**config.mk**
```make
export PLATFORM = sky130hd
export DESIGN_NAME = vga_frame_scheduler
export DESIGN_NICKNAME = d
export VERILOG_FILES = /design/src/rtl/vga_frame_scheduler.sv
export SDC_FILE = /design/constraint.sdc
export NUM_CORES = 1
export LEC_CHECK = 0
export ABC_AREA = 1
export CORE_MARGIN = 3
export CORE_UTILIZATION = 42
export CTS_BUF_LIST = sky130_fd_sc_hd__clkbuf_16
export DETAILED_ROUTE_END_ITERATION = 8
export GPL_ROUTABILITY_DRIVEN = 0
export PLACE_DENSITY = 0.67
export SYNTH_ARGS = -nofsm -noshare
export SYNTH_HDL_FRONTEND = slang
export SYNTH_SLANG_ARGS = --single-unit
export TNS_END_PERCENT = 10
```
**constraint.sdc**
```tcl
create_clock -name clk -period 4.1 [get_ports clk]
set_input_delay 1.23 -clock clk [delete_from_list [all_inputs] [get_ports clk]]
set_output_delay 1.23 -clock clk [all_outputs]
set_load 0.02 [all_outputs]
```
**src/rtl/vga_frame_scheduler.sv**
```systemverilog
// VGA timing generator with registered sync/blank decode and frame counter, plus a
// req/grant/done scheduler that opens the animation-state write window only in vblank.
module vga_frame_scheduler #(
   parameter int H_DISPLAY = 640,
   parameter int H_FRONT   = 16,
   parameter int H_SYNC    = 96,
   parameter int H_BACK    = 48,
   parameter int V_DISPLAY = 480,
   parameter int V_FRONT   = 10,
   parameter int V_SYNC    = 2,
   parameter int V_BACK    = 33,
   parameter bit SYNC_NEG  = 1'b1
) (
   input  logic       clk,
   input  logic       rst,
   input  logic       ena,
   output logic [9:0] hpos,
   output logic [9:0] vpos,
   output logic       hsync,
   output logic       vsync,
   output logic       display_on,
   output logic [7:0] frame,
   output logic       line_start,
   output logic       frame_start,
   input  logic       upd_req,
   input  logic       upd_done,
   output logic       upd_grant,
   output logic       upd_abort
);
   localparam int H_TOTAL = H_DISPLAY + H_FRONT + H_SYNC + H_BACK;
   localparam int V_TOTAL = V_DISPLAY + V_FRONT + V_SYNC + V_BACK;

   localparam logic [9:0] H_LAST   = 10'(H_TOTAL - 1);
   localparam logic [9:0] V_LAST   = 10'(V_TOTAL - 1);
   localparam logic [9:0] H_VIS    = 10'(H_DISPLAY);
   localparam logic [9:0] V_VIS    = 10'(V_DISPLAY);
   localparam logic [9:0] HS_FIRST = 10'(H_DISPLAY + H_FRONT);
   localparam logic [9:0] HS_LAST  = 10'(H_DISPLAY + H_FRONT + H_SYNC - 1);
   localparam logic [9:0] VS_FIRST = 10'(V_DISPLAY + V_FRONT);
   localparam logic [9:0] VS_LAST  = 10'(V_DISPLAY + V_FRONT + V_SYNC - 1);

   typedef enum logic [1:0] {ST_IDLE, ST_WAIT, ST_GRANT} state_t;

   logic [9:0] hpos_q, hpos_d;
   logic [9:0] vpos_q, vpos_d;
   logic [7:0] frame_q, frame_d;
   logic       hsync_q, hsync_d;
   logic       vsync_q, vsync_d;
   logic       de_q, de_d;
   state_t     state_q;
   logic       grant_q;
   logic       abort_q;
   logic       h_wrap;
   logic       frame_end;
   logic       vblank;

   always_comb begin
      h_wrap    = (hpos_q == H_LAST);
      frame_end = h_wrap && (vpos_q == V_LAST);
      vblank    = (vpos_q >= V_VIS);
      hpos_d    = h_wrap ? 10'd0 : hpos_q + 10'd1;
      vpos_d    = vpos_q;
      frame_d   = frame_q;
      if (h_wrap) begin
         vpos_d = frame_end ? 10'd0 : vpos_q + 10'd1;
      end
      if (frame_end) begin
         frame_d = frame_q + 8'd1;
      end
      de_d    = (hpos_q < H_VIS) && (vpos_q < V_VIS);
      hsync_d = ((hpos_q >= HS_FIRST) && (hpos_q <= HS_LAST)) ^ SYNC_NEG;
      vsync_d = ((vpos_q >= VS_FIRST) && (vpos_q <= VS_LAST)) ^ SYNC_NEG;
   end

   always_ff @(posedge clk or posedge rst) begin
      if (rst) begin
         hpos_q  <= 10'd0;
         vpos_q  <= 10'd0;
         frame_q <= 8'd0;
         hsync_q <= SYNC_NEG;
         vsync_q <= SYNC_NEG;
         de_q    <= 1'b0;
      end else if (ena) begin
         hpos_q  <= hpos_d;
         vpos_q  <= vpos_d;
         frame_q <= frame_d;
         hsync_q <= hsync_d;
         vsync_q <= vsync_d;
         de_q    <= de_d;
      end
   end

   // The window is closed on the last cycle of the frame so the registered grant is
   // already low when vpos returns to 0; a grant is never opened on that same cycle.
   always_ff @(posedge clk or posedge rst) begin
      if (rst) begin
         state_q <= ST_IDLE;
         grant_q <= 1'b0;
         abort_q <= 1'b0;
      end else if (ena) begin
         abort_q <= 1'b0;
         case (state_q)
            ST_IDLE: begin
               if (upd_req) begin
                  if (vblank && !frame_end) begin
                     state_q <= ST_GRANT;
                     grant_q <= 1'b1;
                  end else begin
                     state_q <= ST_WAIT;
                  end
               end
            end
            ST_WAIT: begin
               if (!upd_req) begin
                  state_q <= ST_IDLE;
               end else if (vblank && !frame_end) begin
                  state_q <= ST_GRANT;
                  grant_q <= 1'b1;
               end
            end
            ST_GRANT: begin
               if (upd_done) begin
                  state_q <= ST_IDLE;
                  grant_q <= 1'b0;
               end else if (frame_end) begin
                  state_q <= ST_IDLE;
                  grant_q <= 1'b0;
                  abort_q <= 1'b1;
               end
            end
            default: begin
               state_q <= ST_IDLE;
               grant_q <= 1'b0;
            end
         endcase
      end
   end

   assign hpos        = hpos_q;
   assign vpos        = vpos_q;
   assign frame       = frame_q;
   assign hsync       = hsync_q;
   assign vsync       = vsync_q;
   assign display_on  = de_q;
   assign line_start  = ena && !rst && (hpos_q == 10'd0);
   assign frame_start = line_start && (vpos_q == 10'd0);
   assign upd_grant   = grant_q;
   assign upd_abort   = abort_q && ena;

endmodule

```
==> tab_implementation.tex <==
\begin{tabular}{lr}
\hline
Metric & Value \\
\hline
\multicolumn{2}{l}{\textbf{Global route}} \\
\quad GR Overflow Total & 0 \\
\quad Antenna violations before repair & 0 \\
\quad GRT Util Overall & 0.1666 \\
\quad Wire length of the first global-routing pass & 7983 µm \\
\quad Maximum number of pins on one net before global-route repair & 36 \\
\quad Via count of the first global-routing pass & 1739 \\
\multicolumn{2}{l}{\textbf{Synth}} \\
\quad Avg Inst Size Synth & 7.705 µm² \\
\quad Leading cell types by total area after synthesis & dfrtp\_1 39\%, nand2\_1 9.9\%, inv\_1 8.4\% \\
\quad Cell type contributing the most total cell area after synthesis & dfrtp\_1 \\
\quad Share of the synthesized area in the top cell type & 0.3940 \\
\quad Fraction of synthesis flops using an asynchronous set or reset pin & 1.000 \\
\quad Cell area after synthesis & 2096 µm² \\
\quad Unique masters post-synth & 35 \\
\quad Post-synth net total & 282 \\
\quad Synthesized instance count & about 270 \\
\quad Post-synth EDFFs & 0 \\
\quad Ys flop type & dfrtp\_1 \\
\quad Register area share after synthesis & 0.4191 \\
\quad Most frequent cell after synthesis & nand2\_1 \\
\quad Flop and latch count out of synthesis & 35 \\
\quad Most used standard cells in the synthesized netlist & 55 x nand2\_1, 47 x inv\_1, 34 x nor2\_1 \\
\quad Number of warnings printed during yosys synthesis & 0 \\
\multicolumn{2}{l}{\textbf{Critical path}} \\
\quad Startpoint of the worst-slack reg-to-reg timing path & hpos[0]\$\_DFFE\_PP0P\_ \\
\quad Destination of the critical timing path & frame\_start \\
\quad Flop2flop setup slack & 2.35 ns \\
\quad Required time at the endpoint of the critical path & 2.87 ns \\
\quad Type of element launching the critical path & primary input \\
\quad WP data arrival & around 2.7 ns \\
\quad Number of cells on the worst reg-to-reg path & 10 \\
\quad Highest fanout seen on the critical path & 2 \\
\quad Category of the worst setup path capture point & primary output \\
\quad Classification of the worst setup path & primary input to primary output \\
\quad Startpoint of the worst setup timing path & ena \\
\quad Reg2Reg Capture Point & state\_q[1]\$\_DFFE\_PP0P\_ \\
\multicolumn{2}{l}{\textbf{Routing}} \\
\quad Average detailed-routed wire length per instance & 12.01 µm \\
\quad Residual DRC count & 0 \\
\quad Vias per inst & 4.881 \\
\quad Violation count after the first detailed-route iteration & 85 \\
\quad Antenna-violating nets left & 0 \\
\quad Number of vias in the routed layout & 1884 \\
\quad Sum of routed wire length over all layers & between 4000 and 5000 µm \\
\quad DR pass1 iterations & 4 \\
\multicolumn{2}{l}{\textbf{Timing}} \\
\quad Clk\_skew & 0.003535 ns \\
\quad Final setup vio count & 0 \\
\quad Final count of hold timing violations & 0 \\
\quad Share of the cycle needed by the critical path after routing & 0.9505 \\
\quad Tightest Pin Transition & 0.4597 ns \\
\quad Unrepaired setup endpoints after global routing & false \\
\quad Highest clock rate & 256.6 MHz \\
\quad Slew HR & 0.6935 \\
\quad Clock period minus worst slack & approximately 3.9 ns \\
\quad Max Transition Viols Final & 0 \\
\multicolumn{2}{l}{\textbf{Die}} \\
\quad Effective utilization at floorplan & 0.4379 \\
\quad Number of placed I/O pins & 40 \\
\quad Core Area & between 4000 and 5000 µm² \\
\quad Site Rows & 25 \\
\quad Area of the die & 5874 µm² \\
\quad Width of the chip & 76.64 µm \\
\quad Die Y-Extent & around 77 µm \\
\multicolumn{2}{l}{\textbf{Min path}} \\
\quad Hold Crit Start & frame[7]\$\_DFFE\_PP0P\_ \\
\quad Classification of the worst-slack hold path & register to register \\
\multicolumn{2}{l}{\textbf{Run}} \\
\quad Number of maximum-capacitance constraint violations & 0 \\
\multicolumn{2}{l}{\textbf{Final layout}} \\
\quad Area growth, synth to finish & 29.61\% \\
\quad Layout cells sized above 1 & 0.09091 \\
\quad Fill cells & 439 \\
\quad Number of nets at the end of the flow & 329 \\
\quad Count of non-filler cells in the finished layout & 386 \\
\quad Antenna diode instance count & 0 \\
\multicolumn{2}{l}{\textbf{Clock tree}} \\
\quad Number of CTS-inserted buffers & 5 \\
\quad Clk sink count & 35 \\
\quad TritonCTS clock tree & built \\
\quad Post-CTS Repair Setup Buffers & 0 \\
\quad Level count of the clock H-tree & 2 \\
\quad Root buffer selected by CTS & clkbuf\_16 \\
\quad Max Root-Sink Buffers & 2 \\
\quad Clock slew at the register clock pins of the worst setup and hold paths & about 0.050 ns \\
\quad Latest clock arrival within the worst-skew pair & 0.27 ns \\
\multicolumn{2}{l}{\textbf{Power}} \\
\quad Post-layout power & $\sim$1.2 mW \\
\quad Max VDD drop & 0.2237 mV \\
\quad Pleak & between 1 and 1.5 nW \\
\quad Total power density per cell area & roughly 450 nW/µm² \\
\multicolumn{2}{l}{\textbf{Place}} \\
\quad Total instance count after detailed placement & 379 \\
\quad Post-DP HPWL & roughly 3500 µm \\
\quad Number of I/O port buffers & 39 \\
\multicolumn{2}{l}{\textbf{Status}} \\
\quad Outcome & completed \\
\hline
\end{tabular}
==> per-stage QoR <==
step                utilization  setup slack, ns  hold slack (ns)  setup TNS (ns)  instance area (µm²)
floorplan                     -          0.06651           0.4534               0                 2096
global placement         0.5393          -0.1635           0.4621         -0.2154                 2581
detailed placement       0.5393         -0.09532           0.4641        -0.09532                 2581
CTS                      0.5671          0.01548           0.4735               0                 2714
global route             0.5676          0.03555           0.4960               0                 2716
finish                   0.5676           0.2031           0.4697               0                 2716
==> worst max-delay path, stage by stage <==
cell	delay (ns)
clkdlybuf4s50_1	0.48
inv_1	0.06
nor4_1	0.22
nand3_1	0.17
nor3_1	0.15
dlygate4sd2_1	0.35
==> cell type report <==
cell class | count | area [µm²] | area share
multi-input combinational | 185 | 1016 | 0.3740
sequential | 35 | 878.3 | 0.3234
timing repair buffer | 42 | 414.1 | 0.1525
inverter | 50 | 190.2 | 0.07001
clock buffer | 5 | 125.1 | 0.04606
tap | 67 | 83.83 | 0.03086
clock inverter | 2 | 8.758 | 0.003224
==> power by group <==
group	internal [mW]	switching (mW)	leakage, nW
Combinational	0.164	0.223	0.935
Clock	0.218	0.132	0.0671
Sequential	0.402	0.0930	0.427
==> state kept, by name, summed over array words and instances (netlist names) <==
name        cells
hpos           10
vpos           10
frame           8
state_q         2
abort_q         1
display_on      1
hsync           1
upd_grant       1
vsync           1
==> repair_timing <==
action                                 in CTS  in global routing
pin swaps                                   0                  0
endpoints found under the hold margin       0                  0
gates resized for setup                     1                  1
hold buffers                                0                  0
setup endpoints to repair                   1                  1
==> how the worst min path moves through the flow <==
stage / end / slack, ns / cells after the start
after floorplan: abort_q$_DFFE_PP0P_ / 0.45 / 2
after global placement: upd_grant$_DFFE_PP0P_ / 0.46 / 2
after detailed placement: frame[7]$_DFFE_PP0P_ / 0.46 / 1
after CTS: frame[7]$_DFFE_PP0P_ / 0.47 / 1
after global routing: upd_grant$_DFFE_PP0P_ / 0.50 / 2
final: frame[7]$_DFFE_PP0P_ / 0.47 / 1
==> cell families after synthesis <==
kind of cell	after synthesis	synth area share
buffers and inverters	52	0.09612
multiplexers	1	0.004776
AND/OR/NAND/NOR	144	0.3337
AO/OA/AOI/OAI	21	0.05791
adder cells (fa/ha/maj)	5	0.02985
XOR/XNOR	14	0.05851
flip-flops	35	0.4191
==> cells in the final DEF (no fill, tap or decap), types with 2 or more instances in the layout <==
| cell type | synthesis | routed |
|---|---|---|
| nand2_1 | 55 | 55 |
| inv_1 | 47 | 47 |
| clkdlybuf4s50_1 | 0 | 37 |
| nor2_1 | 34 | 34 |
| dfrtp_1 | 33 | 33 |
| nand3_1 | 17 | 17 |
| xor2_1 | 11 | 11 |
| nand4_1 | 10 | 10 |
| o21ai_0 | 9 | 9 |
| nor3_1 | 9 | 9 |
| a21oi_1 | 6 | 6 |
| ha_1 | 5 | 5 |
| clkbuf_16 | 0 | 5 |
| nand2_2 | 3 | 3 |
| nor2_2 | 3 | 3 |
| xnor2_1 | 3 | 3 |
| buf_4 | 1 | 3 |
| inv_2 | 2 | 2 |
| nand3_2 | 2 | 2 |
| nor2_4 | 2 | 2 |
| nand2_4 | 2 | 2 |
| nor4_1 | 2 | 2 |
| dfstp_2 | 2 | 2 |
==> per-layer routing <==
metal	track usage	wire length, µm
met2	0.2663	2148
met3	0.03546	157
met4	0.06159	65
met5	0	0
met1	0.2221	2262
Note: power is estimated with default switching activity, not from simulation.
